$ cat config.mk
export PLATFORM = sky130hd
export DESIGN_NAME = kasumi_prog_loader
export DESIGN_NICKNAME = d
export VERILOG_FILES = /design/src/rtl/kasumi_pkg.sv /design/src/rtl/kasumi_byte_packer.sv /design/src/rtl/kasumi_prog_loader.sv
export SDC_FILE = /design/constraint.sdc
export NUM_CORES = 1
export LEC_CHECK = 0
export ABC_AREA = 1
export CAP_MARGIN = 20
export CORE_MARGIN = 2
export CORE_UTILIZATION = 60
export DETAILED_ROUTE_END_ITERATION = 6
export PLACE_DENSITY = 0.85
export SLEW_MARGIN = 5
export SYNTH_ARGS = -nofsm -noshare
export SYNTH_HDL_FRONTEND = slang
export SYNTH_HIERARCHICAL = 1
export SYNTH_SLANG_ARGS = --single-unit
$ cat constraint.sdc
create_clock -name clk -period 3.4 [get_ports clk]
set_input_delay 0.68 -clock clk [delete_from_list [all_inputs] [get_ports clk]]
set_output_delay 0.68 -clock clk [all_outputs]
set_load 0.01 [all_outputs]
$ cat src/rtl/kasumi_pkg.sv
// Shared types and constants for the kasumi program loader.
package kasumi_pkg;

  typedef enum logic [2:0] {
    HUNT,
    HDR_BASE,
    HDR_LEN,
    PAYLOAD,
    WRITE,
    CSUM,
    ERROR
  } state_t;

  localparam logic [1:0] ERR_NONE  = 2'd0;
  localparam logic [1:0] ERR_ALIGN = 2'd1;
  localparam logic [1:0] ERR_LEN   = 2'd2;
  localparam logic [1:0] ERR_CSUM  = 2'd3;

  localparam logic [31:0] DEFAULT_MAGIC = 32'h494D_534B;

endpackage

$ cat src/rtl/kasumi_byte_packer.sv
// Assembles four strobed bytes into a little-endian word; the completed word
// is presented combinationally on the cycle its fourth byte is strobed.
module kasumi_byte_packer (
  input  logic        clk,
  input  logic        reset,
  input  logic        strobe,
  input  logic        clear,
  input  logic [7:0]  data,
  output logic [31:0] word,
  output logic        word_valid
);

  logic [1:0]  count;
  logic [23:0] partial;

  always_ff @(posedge clk) begin
    if (reset || clear) begin
      count   <= 2'd0;
      partial <= 24'd0;
    end else if (strobe) begin
      count   <= count + 2'd1;
      partial <= {data, partial[23:8]};
    end
  end

  assign word       = {data, partial};
  assign word_valid = strobe && (count == 2'd3);

endmodule

$ cat src/rtl/kasumi_prog_loader.sv
// Framed byte-stream loader: hunts for MAGIC, writes COUNT words from BASE
// upward and releases the core only after the payload checksum verifies.
import kasumi_pkg::*;

module kasumi_prog_loader #(
  parameter logic [31:0] MAGIC         = DEFAULT_MAGIC,
  parameter int unsigned MAX_WORDS     = 65536,
  parameter bit          HOLD_ON_RESET = 1'b1
) (
  input  logic        clk,
  input  logic        reset,
  input  logic        rx_valid,
  input  logic [7:0]  rx_data,
  output logic        rx_ready,
  output logic        load,
  output logic [31:0] load_addr,
  output logic [31:0] load_data,
  output logic        reset_sys,
  output logic        busy,
  output logic        done,
  output logic        error,
  output logic [1:0]  err_code
);

  state_t      state, next_state;
  logic [31:0] hunt_sr, hunt_next;
  logic [31:0] base_r, count_r, idx, sum;
  logic [31:0] word;
  logic        word_valid, accept, pack_strobe;
  logic        magic_hit, csum_ok;
  logic [1:0]  fault;

  assign rx_ready    = (state != WRITE) && (state != ERROR);
  assign load        = (state == WRITE);
  assign accept      = rx_valid && rx_ready;
  assign hunt_next   = {rx_data, hunt_sr[31:8]};
  assign pack_strobe = accept && (state inside {HDR_BASE, HDR_LEN, PAYLOAD, CSUM});

  kasumi_byte_packer u_packer (
    .clk        (clk),
    .reset      (reset),
    .strobe     (pack_strobe),
    .clear      (magic_hit),
    .data       (rx_data),
    .word       (word),
    .word_valid (word_valid)
  );

  always_ff @(posedge clk) begin
    if (reset) state <= HUNT;
    else       state <= next_state;
  end

  always_comb begin
    next_state = state;
    magic_hit  = 1'b0;
    csum_ok    = 1'b0;
    fault      = ERR_NONE;
    case (state)
      HUNT:
        if (accept && hunt_next == MAGIC) begin
          next_state = HDR_BASE;
          magic_hit  = 1'b1;
        end
      HDR_BASE:
        if (word_valid) begin
          if (word[1:0] != 2'b00) begin
            next_state = ERROR;
            fault      = ERR_ALIGN;
          end else begin
            next_state = HDR_LEN;
          end
        end
      HDR_LEN:
        if (word_valid) begin
          if (word > 32'(MAX_WORDS)) begin
            next_state = ERROR;
            fault      = ERR_LEN;
          end else if (word == 32'd0) begin
            next_state = CSUM;
          end else begin
            next_state = PAYLOAD;
          end
        end
      PAYLOAD:
        if (word_valid) next_state = WRITE;
      WRITE:
        next_state = (idx + 32'd1 == count_r) ? CSUM : PAYLOAD;
      CSUM:
        if (word_valid) begin
          if (word == sum) begin
            next_state = HUNT;
            csum_ok    = 1'b1;
          end else begin
            next_state = ERROR;
            fault      = ERR_CSUM;
          end
        end
      ERROR:
        next_state = HUNT;
      default:
        next_state = HUNT;
    endcase
  end

  always_ff @(posedge clk) begin
    if (reset) begin
      hunt_sr   <= 32'd0;
      base_r    <= 32'd0;
      count_r   <= 32'd0;
      idx       <= 32'd0;
      sum       <= 32'd0;
      load_addr <= 32'd0;
      load_data <= 32'd0;
      reset_sys <= HOLD_ON_RESET;
      busy      <= 1'b0;
      done      <= 1'b0;
      error     <= 1'b0;
      err_code  <= ERR_NONE;
    end else begin
      case (state)
        HUNT: begin
          if (accept) hunt_sr <= magic_hit ? 32'd0 : hunt_next;
          if (magic_hit) begin
            busy      <= 1'b1;
            reset_sys <= 1'b1;
            done      <= 1'b0;
            error     <= 1'b0;
            err_code  <= ERR_NONE;
            sum       <= 32'd0;
            idx       <= 32'd0;
          end
        end
        HDR_BASE: if (word_valid) base_r <= word;
        HDR_LEN: if (word_valid) begin
          count_r <= word;
          idx     <= 32'd0;
        end
        PAYLOAD: if (word_valid) begin
          load_data <= word;
          load_addr <= base_r + {idx[29:0], 2'b00};
        end
        WRITE: begin
          sum <= sum + load_data;
          idx <= idx + 32'd1;
        end
        CSUM: if (csum_ok) begin
          done      <= 1'b1;
          busy      <= 1'b0;
          reset_sys <= 1'b0;
        end
        ERROR: begin
          error     <= 1'b1;
          busy      <= 1'b0;
          reset_sys <= 1'b1;
        end
        default: ;
      endcase
      if (fault != ERR_NONE) err_code <= fault;
      // Payload bytes must never combine with later bytes into a false magic.
      if (state != HUNT && next_state == HUNT) hunt_sr <= 32'd0;
    end
  end

endmodule
==> out/metrics.cfg, run 1 <==
[timing]
slew_violations = 0
max_freq_ghz = 0.328
grt_setup_unrepaired = no
max-slew-margin-rel_pct = 47.4
min_period_ps = 3050
setup_violations = 0
worst_pin_slew_ps = 788
timing.final.crit_share_pct = 89.6
skew_ps = 17.1
hold_viol = 0
tns_ps = 0

[logic_synthesis]
synthMuxAreaShare_pct = 0
synth_edf_count = 0
synth_top_family_by_area = simple AND/OR/NAND/NOR gates
async_reset_ff_share_pct = 0
synth_nets = 2344
syn_area_um2 = 15000
ys_warn_count = 6
synth_fa_ha_area_share_pct = 5.42
synth-simple-area-share_pct = 28.6
synth-main-ff-cell = dfxtp_1
synth_compound_area_share_pct = 20.0
avgSynthCellArea_um2 = 6.63
synth.distinct_cells = 49
ys_seq_area_share_pct = 33.4
synth_cells = 2269
synth-xor-area-share_pct = 2.94
yosys_register_bits = 251

[clocking]
cts_resized = 0
cts_tree = built
cts.reportedPaths.clkPinSlew_ps = 60
postCtsHoldBufs = 0
clock-sinks = 251
cts_root_buf = clkbuf_16
cts_setup_buffers = 0
clockBufferDepth = 3
h-tree-depth = 1
insertion_delay_ps = 560
cts_made_buffers = 28

[floorplanning]
initial_core_util_pct = 61.5
core_area_um2 = 24500
die_h_um = 162
num_rows = 57
die_area_um2 = 26400
pin_count = 83
die_x_um = 162

[place]
place_area_um2 = 16200
place_hpwl_um = 36100
gp_congestion = 1.02
port-buffer-count = 82

[critical_path]
crit_chain = ha_1, nand3_1, nor2_1, buf_4, nand2_1, nand2_1, nand2_1, nand2_1, nand2_1, nor2_1, nand2_1, nor2_1, nand3_1, nand2_1, nand3_2, nand2_4, buf_12, a21oi_1
start_kind = flip-flop
cp_max_fo = 24
crit_slowest_cell = dfxtp_1
cp_slowest_stage_delay_ps = 440
crit_type = flip-flop to flip-flop
rrSetupSlack_ps = 350
worst_setup_path_end_kind = flip-flop
arrival_ps = 3470
cp_common_cell = nand2_1
cp.required_ps = 3830

[grt]
grt_pass1_wl_um = 76300
antenna_found_initial = 1
grt_max_degree = 71
grt-ovfl-total = 0
grt_pass1_vias = 14400
groute.usage.overall_pct = 36.4

[final_layout]
syn2layout_area_growth_pct = 13.6
layout_common_cells = nand2_1, inv_1, nor2_1
nNetsFinal = 2409
drive_gt1_share_pct = 6.42
final_area_um2 = 17100
n_antenna_cell = 0
final_common_cell = nand2_1

[power_and_ir_drop]
seqPwrFrac_pct = 47.8
p_switching_mw = 1.40
ir_drop_mv = 0.546
p_leak_nw = 7.52
power_density_nw_per_um2 = 362
power_frac_comb_pct = 2.8
p_sw_share_pct = 22.6
clkPwrFrac_pct = 49.4
internal_power_mw = 4.79

[min_path]
hp-class = flip-flop to flip-flop

[route]
ant_nets = 0
drt-pass1-iter-count = 6
wirelength_um = 48800
drt_iter0_drc = 1492
viasPerCell = 5.82
drc = 0
wl_per_cell_um = 18.2
route.vias.total = 15600

[job]
max_cap_viol_count = 0

[status]
outcome = complete, no violations

-- power by group through the flow --
stage / clock (mW) / combinational [mW] / sequential [mW]
floorplan: 0 / 0.116 / 3.02
global route: 3.20 / 0.184 / 2.96
global placement: 0 / 0.165 / 3.02
CTS: 3.08 / 0.167 / 2.96
finish: 3.06 / 0.170 / 2.96
detailed placement: 0 / 0.165 / 3.02
-- worst max-delay path, delay by kind of cell (launching register included) --
family	cells	cell delay, ps
simple gates	14	1730
flops	1	440
buf+inv	2	390
fa+ha+maj	1	250
compound gates	1	90
-- per-stage QoR --
step	hold WS [ps]	util (%)	power [mW]	std cells	setup slack, ps
6_report	467	69.9	6.19	2676	353
5_1_grt	498	69.9	6.34	2676	107
4_1_cts	469	69.9	6.20	2676	381
3_5_place_dp	460	66.1	3.19	2628	363
3_3_place_gp	450	66.1	3.19	2628	393
2_1_floorplan	444	-	3.14	2269	814
-- cells in the mapped netlist (all sizes together) (2+ instances only) --
| cell | instances | share of area (%) |
|---|---|---|
| nand3 | 108 | 3.7 |
| a21boi | 2 | 0.10 |
| o21bai | 3 | 0.15 |
| fa | 2 | 0.27 |
| o211ai | 9 | 0.45 |
| nor3 | 22 | 0.73 |
| o22ai | 11 | 0.46 |
| a31oi | 12 | 0.50 |
| clkbuf | 61 | 1.5 |
| nor2 | 283 | 7.6 |
| a21oi | 281 | 9.8 |
| or2 | 17 | 0.71 |
| nand2 | 499 | 13 |
| clkinv | 3 | 0.075 |
| inv | 273 | 6.8 |
| a211oi | 2 | 0.10 |
| o31ai | 3 | 0.15 |
| a21o | 11 | 0.55 |
| xor2 | 20 | 1.2 |
| xnor2 | 28 | 1.6 |
| nand3b | 23 | 1.1 |
| o21a | 9 | 0.45 |
| ha | 62 | 5.2 |
| o211a | 2 | 0.13 |
| o221ai | 6 | 0.35 |
| nor4 | 11 | 0.46 |
| dfxtp | 251 | 33 |
| buf | 21 | 1.3 |
| o21ai | 197 | 6.6 |
| nand4 | 30 | 1.2 |
-- cells by family (layout without fill, tap and decap cells) --
family / count (synthesis) / count (layout)
XOR/XNOR: 49 / 49
adder cells (fa/ha/maj): 64 / 64
buffers and inverters: 358 / 441
AO/OA/AOI/OAI: 551 / 551
flip-flops: 251 / 251
AND/OR/NAND/NOR: 996 / 996
-- sequential cells by signal, summed over array words and instances (netlist names) --
name and cells:
load_addr 32, base_r 32, err_code 2, reset_sys 1
load_data 32, u_packer/partial 24, state 3, u_packer/count 2
hunt_sr 24, sum 32, busy 1, count_r 32
error 1, idx 32, done 1
-- worst paths after layout --
| kind | from | endpoint | cells past startpoint |
|---|---|---|---|
| hold reg to reg | busy | busy | 2 |
| hold / removal | busy | busy | 2 |
| setup / recovery | idx[0] | hunt_sr[10] | 18 |
| setup reg to reg | idx[0] | hunt_sr[10] | 18 |
-- final cells by class --
cell class / count / area [um2]
Tap cell: 324 / 405
Clock inverter: 9 / 116
Sequential cell: 251 / 5020
Inverter: 276 / 1040
Fill cell: 2100 / 7370
Clock buffer: 39 / 802
Timing Repair Buffer: 117 / 1120
Multi-Input combinational cell: 1660 / 8590
-- routing by layer --
layer | global-route usage, % | vias up | part of all wire (%)
li1 | - | 7587 | -
met1 | 46.2 | 7124 | 41
met2 | 61.0 | 706 | 46
met3 | 4.91 | 156 | 7.5
met4 | 17.7 | 0 | 5.5
met5 | 0 | - | 0
Power figures use the tool's default switching activity.
==> inputs of run 2 (changes only) <==
- CORE_ASPECT_RATIO: default -> 1.5
- CORE_MARGIN: 2 -> default
- CORE_UTILIZATION: 60 -> 45
- PLACE_DENSITY: 0.85 -> 0.68
==> out/metrics.cfg, run 2 (same netlist as run 1, synthesis figures left out) <==
[timing]
worst_pin_slew_ps = 917  ; was 788 ps
hold_viol = 0  ; unchanged
slew_violations = 0  ; unchanged
grt_setup_unrepaired = no  ; unchanged
setup_violations = 0  ; unchanged
max-slew-margin-rel_pct = 38.8  ; was 47.4%
tns_ps = 0  ; unchanged
timing.final.crit_share_pct = 90.4  ; was 89.6%
skew_ps = 16.8  ; was 17.1 ps
min_period_ps = 3070  ; was 3050 ps
max_freq_ghz = 0.325  ; was 0.328 GHz

[clocking]
cts_setup_buffers = 0  ; unchanged
clock-sinks = 251  ; unchanged
cts.reportedPaths.clkPinSlew_ps = 60  ; about the same
cts_tree = built  ; unchanged
postCtsHoldBufs = 0  ; unchanged
insertion_delay_ps = 580  ; was 560 ps
cts_root_buf = clkbuf_16  ; unchanged
h-tree-depth = 1  ; unchanged
cts_resized = 0  ; unchanged
clockBufferDepth = 3  ; unchanged
cts_made_buffers = 27  ; was 28

[route]
drt_iter0_drc = 988  ; was 1,492
routed.top_layer = met4  ; unchanged
drt-met1-wl_um = 19600  ; was 19,900 um
viasPerCell = 5.46  ; was 5.82
drc = 0  ; unchanged
wl_met2_um = 25500  ; was 22,600 um
drt-pass1-iter-count = 5  ; was 6
route.vias.total = 15200  ; was 15,600
wl_met3_um = 2010  ; was 3660 um
wl_per_cell_um = 18.2  ; about the same
wirelength_um = 50500  ; was 48,800 um
ant_nets = 0  ; unchanged

[critical_path]
reg2reg_to = hunt_sr[21]  ; was hunt_sr[10]
cp_slowest_stage_delay_ps = 500  ; was 440 ps
arrival_ps = 3580  ; was 3470 ps
reg2regPathDepth = 17  ; was 18
rrSetupSlack_ps = 330  ; was 350 ps
cp_max_fo = 25  ; was 24
cp_common_cell = nand2_1  ; unchanged
r2r-start = idx[5]  ; was idx[0]
crit_chain = nand2_1, nor2_4, nand2_1, nor2_1, nand2_1, nand2_1, nand2_1, nand2_1, nand2_1, nor2_1, nand2_1, nor2_1, nand4_1, buf_4, nand3_2, nand2_4, a21oi_2  ; was ha_1, nand3_1, nor2_1, buf_4, nand2_1, nand2_1, nand2_1, nand2_1, nand2_1, nor2_1, nand2_1, nor2_1, nand3_1, nand2_1, nand3_2, nand2_4, buf_12, a21oi_1
crit_slowest_cell = dfxtp_1  ; unchanged
crit_type = flip-flop to flip-flop  ; unchanged
worst_setup_path_end_kind = flip-flop  ; unchanged
start_kind = flip-flop  ; unchanged
cp.required_ps = 3910  ; was 3830 ps

[floorplanning]
initial_core_util_pct = 46.0  ; was 61.5%
die_area_um2 = 34200  ; was 26,400 um2
core_area_um2 = 32700  ; was 24,500 um2
die_x_um = 151  ; was 162 um
num_rows = 81  ; was 57
die_h_um = 226  ; was 162 um
pin_count = 83  ; unchanged

[final_layout]
syn2layout_area_growth_pct = 15.0  ; was 13.6%
final_common_cell = nand2_1  ; unchanged
instances_no_fill = 2776  ; was 2,676
nNetsFinal = 2415  ; was 2,409
final_core_util_pct = 52.8  ; was 69.9%
n_antenna_cell = 0  ; unchanged
final_area_um2 = 17300  ; was 17,100 um2
layout_common_cells = nand2_1, inv_1, nor2_1  ; unchanged
drive_gt1_share_pct = 6.82  ; was 6.42%

[grt]
grt_pass1_wl_um = 77600  ; was 76,300 um
antenna_found_initial = 0  ; was 1
grt_max_degree = 103  ; was 71
grt-ovfl-total = 0  ; unchanged
grt_pass1_vias = 14500  ; was 14,400
groute.usage.overall_pct = 29.8  ; was 36.4%

[power_and_ir_drop]
finalPower_mw = 6.28  ; was 6.19 mW
p_leak_nw = 7.57  ; was 7.52 nW
power_density_nw_per_um2 = 363  ; was 362 nW/um2
ir_drop_mv = 0.364  ; was 0.546 mV

[min_path]
hp-class = flip-flop to flip-flop  ; unchanged
hold_path_end = u_packer/count[1]  ; was busy
min_from = u_packer/count[1]  ; was busy
hold_depth = 2  ; unchanged

[place]
place_area_um2 = 16400  ; was 16,200 um2
gp_congestion = 1.03  ; was 1.02
place_inst = 2726  ; was 2,628
place_hpwl_um = 38500  ; was 36,100 um
port-buffer-count = 82  ; unchanged

[job]
max_cap_viol_count = 0  ; unchanged

[status]
outcome = complete, no violations  ; unchanged

## run 2: cell types whose count changed in the layout (fill, tap and decap cells not counted), moves of 2 or more
cell,previous run,this run
clkinv_4,1,3
buf_4,32,38
clkinv_2,3,8
buf_12,3,5
bufinv_16,2,4
clkbuf_8,6,2
## run 2: layer usage
layer	GRT usage, %	up-vias
li1	-	7608
met1	32.4	6968
met2	53.7	431
met3	3.21	152
met4	19.3	0
met5	0	-
## run 2: report_power, final
part	switching (mW)	internal (mW)
clock network	1.33	1.82
registers	0.00674	2.95
logic	0.124	0.0531
total	1.46	4.82
## run 2: worst max path at each step
stage / start / endpoint / slack [ps] / depth (start not counted)
detailed placement: rx_data[5] / hunt_sr[10] / 230 / 13
finish: idx[5] / hunt_sr[21] / 330 / 17
global route: idx[1] / hunt_sr[8] / 130 / 18
global placement: rx_data[0] / idx[0] / 360 / 9
CTS: idx[5] / hunt_sr[21] / 380 / 17
floorplan: rx_valid / hunt_sr[11] / 810 / 15
## run 2: metrics by stage
stage	worst slack, ps	hold WS [ps]
global route	128	503
global placement	360	457
finish	327	477
CTS	378	478
floorplan	814	444
detailed placement	232	468
## run 2: worst max-delay path, delay by kind of cell (launching register included)
kind                   cells  cell delay, ps
buffers and inverters      1             170
flip-flops                 1             500
AO/OA/AOI/OAI              1             230
AND/OR/NAND/NOR           15            2090
## run 2: cell type report
type	count	area, um2
fillers	3306	15400
well taps	415	519
clock buffers	33	718
multi-input cells	1660	8590
repair buffers	124	1200
clock inverters	17	214
inverters	276	1040
flip-flops and latches	251	5020
